==> src/rtl/wb_buf_stage.sv <==
// Writeback stage: in-order retire buffer between MEM and the register file,
// with operand forwarding to decode. Optional retire counter: WS_RETIRE_CNT_EN.
module wb_buf_stage #(
  parameter int DATA_W = 32,
  parameter int ADDR_W = 5,
  parameter int PC_W   = 32,
  parameter int DEPTH  = 2
) (
  input  logic                   clk,
  input  logic                   reset,
  input  logic                   ms_to_ws_valid,
  input  logic                   ms_gr_we,
  input  logic [ADDR_W-1:0]      ms_dest,
  input  logic [DATA_W-1:0]      ms_result,
  input  logic [PC_W-1:0]        ms_pc,
  output logic                   ws_allowin,
  input  logic                   rf_ready,
  output logic                   rf_we,
  output logic [ADDR_W-1:0]      rf_waddr,
  output logic [DATA_W-1:0]      rf_wdata,
  input  logic [ADDR_W-1:0]      ds_rs1,
  input  logic [ADDR_W-1:0]      ds_rs2,
  output logic                   fwd1_hit,
  output logic [DATA_W-1:0]      fwd1_data,
  output logic                   fwd2_hit,
  output logic [DATA_W-1:0]      fwd2_data,
  output logic [$clog2(DEPTH):0] ws_count,
`ifdef WS_RETIRE_CNT_EN
  output logic [31:0]            ws_retire_cnt,
`endif
  output logic [PC_W-1:0]        debug_wb_pc,
  output logic [3:0]             debug_wb_rf_wen,
  output logic [ADDR_W-1:0]      debug_wb_rf_wnum,
  output logic [DATA_W-1:0]      debug_wb_rf_wdata
);

  localparam int PTR_W = $clog2(DEPTH);
  localparam int CNT_W = PTR_W + 1;

  logic [PTR_W-1:0]  head_r;
  logic [PTR_W-1:0]  tail_r;
  logic [CNT_W-1:0]  count_r;
  logic [DEPTH-1:0]  valid_r;
  logic              gr_we_r  [DEPTH];
  logic [ADDR_W-1:0] dest_r   [DEPTH];
  logic [DATA_W-1:0] result_r [DEPTH];
  logic [PC_W-1:0]   pc_r     [DEPTH];

  logic head_valid_s;
  logic retire_s;
  logic allowin_s;
  logic push_s;

  // Handshake: retire decision, space check and push qualification
  always_comb begin
    head_valid_s = valid_r[head_r];
    retire_s     = head_valid_s && (rf_ready || !gr_we_r[head_r]);
    allowin_s    = (count_r < CNT_W'(DEPTH)) || retire_s;
    push_s       = ms_to_ws_valid && allowin_s;
  end

  // Pointers, occupancy and valid bits
  always_ff @(posedge clk or posedge reset) begin
    if (reset) begin
      head_r  <= {PTR_W{1'b0}};
      tail_r  <= {PTR_W{1'b0}};
      count_r <= {CNT_W{1'b0}};
      valid_r <= {DEPTH{1'b0}};
    end else begin
      // Clear before set: on a full buffer head==tail, and the new entry must win.
      if (retire_s) begin
        valid_r[head_r] <= 1'b0;
        head_r          <= head_r + PTR_W'(1);
      end
      if (push_s) begin
        valid_r[tail_r] <= 1'b1;
        tail_r          <= tail_r + PTR_W'(1);
      end
      case ({push_s, retire_s})
        2'b10:   count_r <= count_r + CNT_W'(1);
        2'b01:   count_r <= count_r - CNT_W'(1);
        default: count_r <= count_r;
      endcase
    end
  end

  // Entry payload; qualified by valid_r so it needs no reset
  always_ff @(posedge clk) begin
    if (push_s) begin
      gr_we_r[tail_r]  <= ms_gr_we;
      dest_r[tail_r]   <= ms_dest;
      result_r[tail_r] <= ms_result;
      pc_r[tail_r]     <= ms_pc;
    end
  end

  // RF write port and debug trace, both driven from the head entry
  always_comb begin
    ws_allowin = allowin_s;
    ws_count   = count_r;
    rf_we      = head_valid_s && gr_we_r[head_r] && rf_ready;
    rf_waddr   = head_valid_s ? dest_r[head_r]   : {ADDR_W{1'b0}};
    rf_wdata   = head_valid_s ? result_r[head_r] : {DATA_W{1'b0}};
    debug_wb_rf_wen   = {4{rf_we}};
    debug_wb_pc       = retire_s ? pc_r[head_r]     : {PC_W{1'b0}};
    debug_wb_rf_wnum  = retire_s ? dest_r[head_r]   : {ADDR_W{1'b0}};
    debug_wb_rf_wdata = retire_s ? result_r[head_r] : {DATA_W{1'b0}};
  end

  // Forwarding: walk oldest to youngest so the youngest match is kept
  always_comb begin
    logic [PTR_W-1:0] idx;
    logic             m1;
    logic             m2;
    fwd1_hit  = 1'b0;
    fwd1_data = {DATA_W{1'b0}};
    fwd2_hit  = 1'b0;
    fwd2_data = {DATA_W{1'b0}};
    idx       = head_r;
    m1        = 1'b0;
    m2        = 1'b0;
    for (int i = 0; i < DEPTH; i++) begin
      idx = head_r + PTR_W'(i);
      m1  = valid_r[idx] && gr_we_r[idx] && (dest_r[idx] == ds_rs1) &&
            (ds_rs1 != {ADDR_W{1'b0}});
      m2  = valid_r[idx] && gr_we_r[idx] && (dest_r[idx] == ds_rs2) &&
            (ds_rs2 != {ADDR_W{1'b0}});
      fwd1_hit  = fwd1_hit | m1;
      fwd1_data = m1 ? result_r[idx] : fwd1_data;
      fwd2_hit  = fwd2_hit | m2;
      fwd2_data = m2 ? result_r[idx] : fwd2_data;
    end
  end

`ifdef WS_RETIRE_CNT_EN
  logic [31:0] retire_cnt_r;

  // Free-running retire counter, wraps naturally
  always_ff @(posedge clk or posedge reset) begin
    if (reset) begin
      retire_cnt_r <= 32'd0;
    end else if (retire_s) begin
      retire_cnt_r <= retire_cnt_r + 32'd1;
    end
  end

  assign ws_retire_cnt = retire_cnt_r;
`endif

endmodule
==> config.mk <==
export PLATFORM = sky130hd
export DESIGN_NAME = wb_buf_stage
export DESIGN_NICKNAME = d
export VERILOG_FILES = /design/src/rtl/wb_buf_stage.sv
export SDC_FILE = /design/constraint.sdc
export NUM_CORES = 1
export LEC_CHECK = 0
export CELL_PAD_IN_SITES_DETAIL_PLACEMENT = 1
export CELL_PAD_IN_SITES_GLOBAL_PLACEMENT = 1
export CORE_AREA = 4 4 162 164
export DETAILED_ROUTE_END_ITERATION = 10
export DIE_AREA = 0 0 166 168
export GPL_TIMING_DRIVEN = 1
export PLACE_DENSITY_LB_ADDON = 0.1
export SYNTH_ARGS = -nofsm -noshare
export SYNTH_HDL_FRONTEND = slang
export SYNTH_SLANG_ARGS = --single-unit
==> constraint.sdc <==
create_clock -name clk -period 4.6 [get_ports clk]
set_input_delay 0.46 -clock clk [delete_from_list [all_inputs] [get_ports clk]]
set_output_delay 0.46 -clock clk [all_outputs]
set_load 0.05 [all_outputs]
Word level (Yosys, flattened, before mapping)
Memories as Yosys holds them, arrays and structs flattened.
Cells that the tools add are included.

storage, ports and cells
  memories = 4
  register bits after elaboration = 6
  logic and storage cells = 72
  RAM bits = 140
  input port bits = 84
  output and inout bits = 180

memories
  memory    depth  width  read ports  clocked after memory_dff  wr ports  RTL line  text
  pc_r      2      32     1           0                         1         47        logic [PC_W-1:0] pc_r [DEPTH];
  result_r  2      32     2           0                         1         46        logic [DATA_W-1:0] result_r [DEPTH];
  dest_r    2      5      2           0                         1         45        logic [ADDR_W-1:0] dest_r [DEPTH];
  gr_we_r   2      1      2           0                         1         44        logic gr_we_r [DEPTH];

operators by class
  add/subtract/negate cells = 4
  reduce and logical (&&, ||, !) cells = 21
  $lt $le $gt $ge = 6
  eq/ne operators = 6
  mux-type cells = 22
  bitwise gates (word level) = 5

operators by type and width
  operator                                                                       count
  32-bit 2-to-1 mux                                                              7
  5-bit equality test                                                            4
  1-bit logical AND                                                              15
  5-bit 2-to-1 mux                                                               2
  5-bit nonzero test                                                             2
  1-bit 2-to-1 mux                                                               8
  1-bit by 2-bit less-than comparator with 1-bit output (second input constant)  3
  2-bit 2-to-1 mux                                                               2
  2-bit one-hot mux with 2 select lines                                          1
  1-bit adder (second input constant)                                            2
  2-bit by 1-bit adder with 2-bit output (second input constant)                 1
  2-bit bitwise AND                                                              1
  1-bit demux with 1-bit select                                                  2
  2-bit by 1-bit equality test with 1-bit output (second input constant)         1
  2-bit equality test (second input constant)                                    1
  1-bit >= comparator (second input constant)                                    2
  1-bit logical OR                                                               2
  2-bit less-than comparator (second input constant)                             1
  2-bit NOT                                                                      1
  1-bit OR                                                                       2
  2-bit OR                                                                       1
  2-bit nonzero test                                                             1
  2-bit by 1-bit subtractor with 2-bit output (second input constant)            1
  1-bit logical NOT                                                              1

Logic depth before layout (Yosys ltp)
  depth in word-level cells = 9
  gate-level depth with buffers = 12
  gate-level depth less buffers = 8

Worst setup path after synthesis
Ideal clock, no wire load.

  kind = reg2reg
  start point = register head_r
  end point = memory dest_r[0][0] (enable)
  library setup time = 499 ps
  path slack = -1201 ps
  clock period less this slack = 5801 ps
  cell stages (with the launch flop) = 8
  data required time = 4101 ps
  path buffers = 2
  arrival time = 5302 ps
  cell sequence = dfrtp_1 > buf_6 > buf_6 > inv_1 > a21oi_1 > o21ai_0 > nand2_1 > nor2_1

between the ends
  cells in the longest elaborated chain, start to end = 8
  elaborated cells on any way between the ends = 10
  those cells by class = mux: 4; reduce/logical: 5; memory: 1

ends and longest elaborated chain
  what                                        RTL line  text
  start: declaration                          40        logic [PTR_W-1:0] head_r;
  start signal: assignment                    65        head_r <= {PTR_W{1'b0}};
  start signal: assignment                    73        head_r <= head_r + PTR_W'(1);
  memory read 2 x 1 bit                       -
  1-bit logical NOT                           57        retire_s = head_valid_s && (rf_ready || !gr_we_r[head_r]);
  1-bit logical OR                            57
  1-bit logical AND (*)                       57
  1-bit logical OR (*)                        58        allowin_s = (count_r < CNT_W'(DEPTH)) || retire_s;
  net ws_allowin                              16        output logic ws_allowin,
  1-bit logical AND (*)                       59        push_s = ms_to_ws_valid && allowin_s;
  1-bit 2-to-1 mux (*)                        89        if (push_s) begin
  1-bit 2-to-1 mux (implied by the code) (*)  91        dest_r[tail_r] <= ms_dest;
  end: declaration                            45

Mark *: on every way through the listed nets, which the timed path passes. The rest lies on a longest branch. The select of a mux whose other input is x is not followed.

Worst setup path in the final report
  start point = register head_r
  end point = output port fwd2_data[17]

between the ends
  cells in the longest elaborated chain, start to end = 7
  elaborated cells on any way between the ends = 18
  those cells by class = add/sub: 1; eq/ne: 2; mux: 6; reduce/logical: 6; memory: 3

ends and longest elaborated chain
  what                                                                           RTL line  text
  parallel branches: the longest is 6 deep, another holds memory read 2 x 5 bit  -
  32-bit 2-to-1 mux (*)                                                          131       fwd2_data = m2 ? result_r[idx] : fwd2_data;
  end: declaration                                                               26        output logic [DATA_W-1:0] fwd2_data,

Mark *: on every way between the ends. The select of a mux whose other input is x is not followed.

==> flow_results.org <==
** GRT
- Largest net degree at the start of global routing :: 72
- The first global-routing pass estimated 39100 um of wire.
- Global routing consumed, over all layers together, 17.9% of the routing resources.
- Initial antenna violation count :: 2
- Global route overflow :: 0
- The via count of the first global-routing pass is 6667.

** Drt
- Number of vias per cell :: 4.91
- The detail route stage leaves a number of antenna-violating nets equal to 0.
- In the final routed layout, each cell accounts on average for 20.7 um.
- 1st-iter DRT viols :: 279
- Post-route DRC :: 0
- Number of vias in the routed layout :: 6047
- For this run, the detailed router's first-pass iteration total came to 5.
- Routed wire length :: 25400 um

** Critical path
- Required time worst endpoint :: 4.14 ns
- Data arrives at the worst endpoint at 3.52 ns.
- Walking the worst path, the cells encountered are mux2i_1 > xnor2_1 > nor4_2 > nand3_2 > buf_4 > mux2i_1 > buf_12.
- For this design, the slowest cell found on the critical path is sky130_fd_sc_hd__dfrtp_4.
- Most frequent cell on the critical path :: sky130_fd_sc_hd__mux2i_1
- Critical path type :: flip-flop to output port
- STA classifies the critical path endpoint as an output port.
- Kind of launch point of the worst setup path :: flip-flop
- Max stage delay on crit path :: 0.76 ns
- Highest fanout seen on the critical path :: 28

** Timing
- Headroom to the max-slew limit :: 26.8%
- Setup violations remaining at the end of the flow were counted as 0.
- Final-layout setup total negative slack :: 0 ns
- The number of hold-slack violations in the final timing report is 0.
- Slew of the pin with the lowest slew margin :: 1.10 ns
- Setup slack on the critical path of the routed design comes to 0.621 ns.
- Setup repair after global routing left no endpoint under its margin.
- The number of pins exceeding their max-slew limit in the final report was 0.
- Setup Skew :: 0.0136 ns
- The worst path needs 3.98 ns of the cycle, external delays included.
- Maximum clock frequency :: 251 MHz
- Final clock period utilization by the worst path :: 86.5%

** Power
- VDD sags by at most 450 uV.
- In this run switching power makes up 50.9% of total power.
- Registers are responsible for 23.2% of the overall power.
- Power per Cell Area :: 744 nW/um2
- The clock network is responsible for 15.4% of the overall power.
- Power share of the combinational group :: 61.4%
- Pleak :: 4.92 nW
- Cell internal power dissipation :: 0.00440 W
- Net switching power :: 0.00455 W

** Die
- Effective utilization at floorplan :: 32.3%
- Number of core rows :: 58
- DIE HEIGHT :: 168 um
- The die covers 27900 um2.
- Floorplan Core Area :: 24900 um2
- Overall die width :: 166 um
- Top Ports :: 264

** Clocking
- Post CTS Setup Buffer Count :: 0
- Number of clock sinks :: 146
- TritonCTS built the clock tree.
- Buffers inserted to repair hold after CTS numbered 0.
- Clock slew seen by the registers of the worst setup and hold paths :: 0.07 ns
- Resized cells post-CTS :: 0
- At the later pin of the worst-skew pair, clock insertion delay measures 0.42 ns.
- TritonCTS buffer count :: 17
- The root buffer cell chosen for the clock tree is sky130_fd_sc_hd__clkbuf_16.
- CTS built an H-tree with a depth of 4.
- Clock Tree Buf Depth :: 2

** Finish
- Final-layout fill cell count :: 2542
- The multi-input combinational cells in the finished layout cover a total of 3400 um2.
- The net count of the finished layout is 970.
- Area growth syn-to-layout :: 49.7%
- In the layout the commonest cells are sky130_fd_sc_hd__clkdlybuf4s50_1, sky130_fd_sc_hd__mux2i_1, sky130_fd_sc_hd__edfxtp_1.
- In the final layout, flip-flops and latches occupy 4360 um2.
- Layout cells sized above 1 :: 18.4%
- Once layout is complete, the cells apart from fillers number 1231.
- The library cell used most frequently in the layout, excluding fill and tap cells, is sky130_fd_sc_hd__clkdlybuf4s50_1.

** Logic synthesis
- Register area share after synthesis :: 54.1%
- The Yosys step of the flow raised 0 warnings.
- Number of different library cells in the post-synthesis netlist :: 39
- The synthesized netlist occupies a cell area of 8050 um2.
- Total nets after synthesis :: 723
- In this run, synthesis produced a sequential element count of 146.
- In the synthesized netlist, the number of instances is 638.
- Average cell area after synthesis :: 12.6 um2

** Status
- Outcome :: complete, no violations

** Placed design
- Count of input and output buffers :: 263
- Detailed placement ended at an HPWL of 18100 um.
- Once placement completed, the tool counted placed cells totaling 1196.
- Prior to clock tree synthesis, the placed netlist has a worst setup slack of 1.04 ns.
- The congestion estimate from routability-driven global placement came to 0.800.

** Min path
- The worst hold path belongs to the class input pin to asynchronous set/reset pin.

** Job
- The tool flagged a number of max-cap violations equal to 0.
==> power groups by stage <==
stage          clock network, W  logic (W)  registers [W]
6_report                0.00137    0.00550        0.00208
5_1_grt                 0.00147    0.00581        0.00212
4_1_cts                 0.00141    0.00558        0.00208
3_5_place_dp                  0    0.00556        0.00211
3_3_place_gp                  0    0.00549        0.00208
2_1_floorplan                 0    0.00380        0.00204
==> stage by stage <==
step                      power [W]  hold WS [ns]  util [%]  instance area, um2
after global routing        0.00940         0.292      48.4               12000
after floorplan             0.00584         0.251         -                8050
final                       0.00896         0.271      48.4               12000
after CTS                   0.00907         0.268      48.4               12000
after global placement      0.00757         0.518      46.0               11400
after detailed placement    0.00767         0.499      46.0               11400
==> cell families (layout without fill, tap and decap cells) <==
family,Yosys count,after routing,synth area share (%)
buf+inv,52,312,3.97
compound gates,10,10,0.995
other cells,0,3,0
mux,203,203,26.2
flops,146,146,54.1
fa+ha+maj,1,1,0.155
simple gates,202,202,11.8
xor+xnor,24,24,2.71
==> critical path, delay by kind of cell, from the launching register on <==
kind | cells | cell delay, ns
xor+xnor | 1 | 0.13
buf+inv | 2 | 0.60
flops | 1 | 0.76
mux | 2 | 0.80
simple gates | 2 | 0.77
==> cells in the mapped netlist <==
library cell | number | share of area [%]
sky130_fd_sc_hd__nor4_2 | 2 | 0.31
sky130_fd_sc_hd__clkbuf_4 | 1 | 0.093
sky130_fd_sc_hd__or4_1 | 1 | 0.093
sky130_fd_sc_hd__mux2i_4 | 2 | 0.56
sky130_fd_sc_hd__a21oi_1 | 3 | 0.19
sky130_fd_sc_hd__nor4_4 | 1 | 0.26
sky130_fd_sc_hd__buf_6 | 10 | 1.4
sky130_fd_sc_hd__o21a_1 | 1 | 0.093
sky130_fd_sc_hd__or2_2 | 1 | 0.078
sky130_fd_sc_hd__buf_2 | 15 | 0.93
sky130_fd_sc_hd__nand2b_1 | 2 | 0.16
sky130_fd_sc_hd__nor2_2 | 1 | 0.078
sky130_fd_sc_hd__inv_1 | 3 | 0.14
sky130_fd_sc_hd__nand3_2 | 1 | 0.12
sky130_fd_sc_hd__nor2_1 | 112 | 5.2
sky130_fd_sc_hd__mux2_2 | 32 | 4.5
sky130_fd_sc_hd__a2111oi_4 | 1 | 0.34
sky130_fd_sc_hd__and3b_1 | 1 | 0.11
sky130_fd_sc_hd__and3_1 | 3 | 0.23
sky130_fd_sc_hd__a31oi_1 | 2 | 0.16
sky130_fd_sc_hd__nand2_1 | 8 | 0.37
sky130_fd_sc_hd__ha_1 | 1 | 0.16
sky130_fd_sc_hd__mux2i_1 | 165 | 21
sky130_fd_sc_hd__a21o_1 | 1 | 0.093
sky130_fd_sc_hd__xor2_2 | 1 | 0.20
sky130_fd_sc_hd__nor3b_1 | 1 | 0.093
sky130_fd_sc_hd__clkbuf_1 | 16 | 0.75
sky130_fd_sc_hd__xnor2_1 | 20 | 2.2
sky130_fd_sc_hd__edfxtp_1 | 140 | 52
sky130_fd_sc_hd__nor3b_4 | 1 | 0.23
sky130_fd_sc_hd__buf_4 | 7 | 0.65
sky130_fd_sc_hd__nor3_1 | 2 | 0.12
sky130_fd_sc_hd__mux2i_2 | 4 | 0.68
sky130_fd_sc_hd__nand2_2 | 1 | 0.078
sky130_fd_sc_hd__nand4_1 | 17 | 1.3
sky130_fd_sc_hd__xor2_1 | 3 | 0.33
sky130_fd_sc_hd__nand3_1 | 47 | 2.9
sky130_fd_sc_hd__o21ai_0 | 2 | 0.12
sky130_fd_sc_hd__dfrtp_1 | 6 | 1.9
==> cell type report <==
| type | count | area share (%) |
|---|---|---|
| Inverter | 3 | 0.0935 |
| Clock inverter | 15 | 1.37 |
| Tap cell | 330 | 3.43 |
| Sequential cell | 146 | 36.2 |
| Multi-Input combinational cell | 440 | 28.3 |
| Clock buffer | 17 | 3.53 |
| Timing Repair Buffer | 277 | 27.1 |
| Antenna cell | 3 | 0.0623 |
==> flip-flops by register name, summed over array words and instances, names as in the netlist <==
signal / count
result_r: 64
head_r: 1
pc_r: 64
tail_r: 1
ws_count: 2
valid_r: 2
gr_we_r: 2
dest_r: 10
==> layer usage <==
| layer | global-route usage (%) | part of all wire (%) |
|---|---|---|
| met3 | 4.74 | 6.1 |
| met1 | 22.4 | 43 |
| met2 | 30.5 | 49 |
| met5 | 0 | 0.079 |
| met4 | 5.27 | 1.9 |
==> path summary, 6_finish.rpt <==
path | start | to | slack, ns | cells after the start
min in group clk | ws_count[1] | ws_count[1] | 0.51 | 1
min | reset | ws_count[0] | 0.27 | 2
max reg2reg | head_r | pc_r[1][6] | 1.85 | 4
min reg2reg | ws_count[1] | ws_count[1] | 0.51 | 1
max | head_r | fwd2_data[17] | 0.62 | 7
max in group asynchronous | reset | head_r | 4.09 | 2
Power figures use the tool's default switching activity.
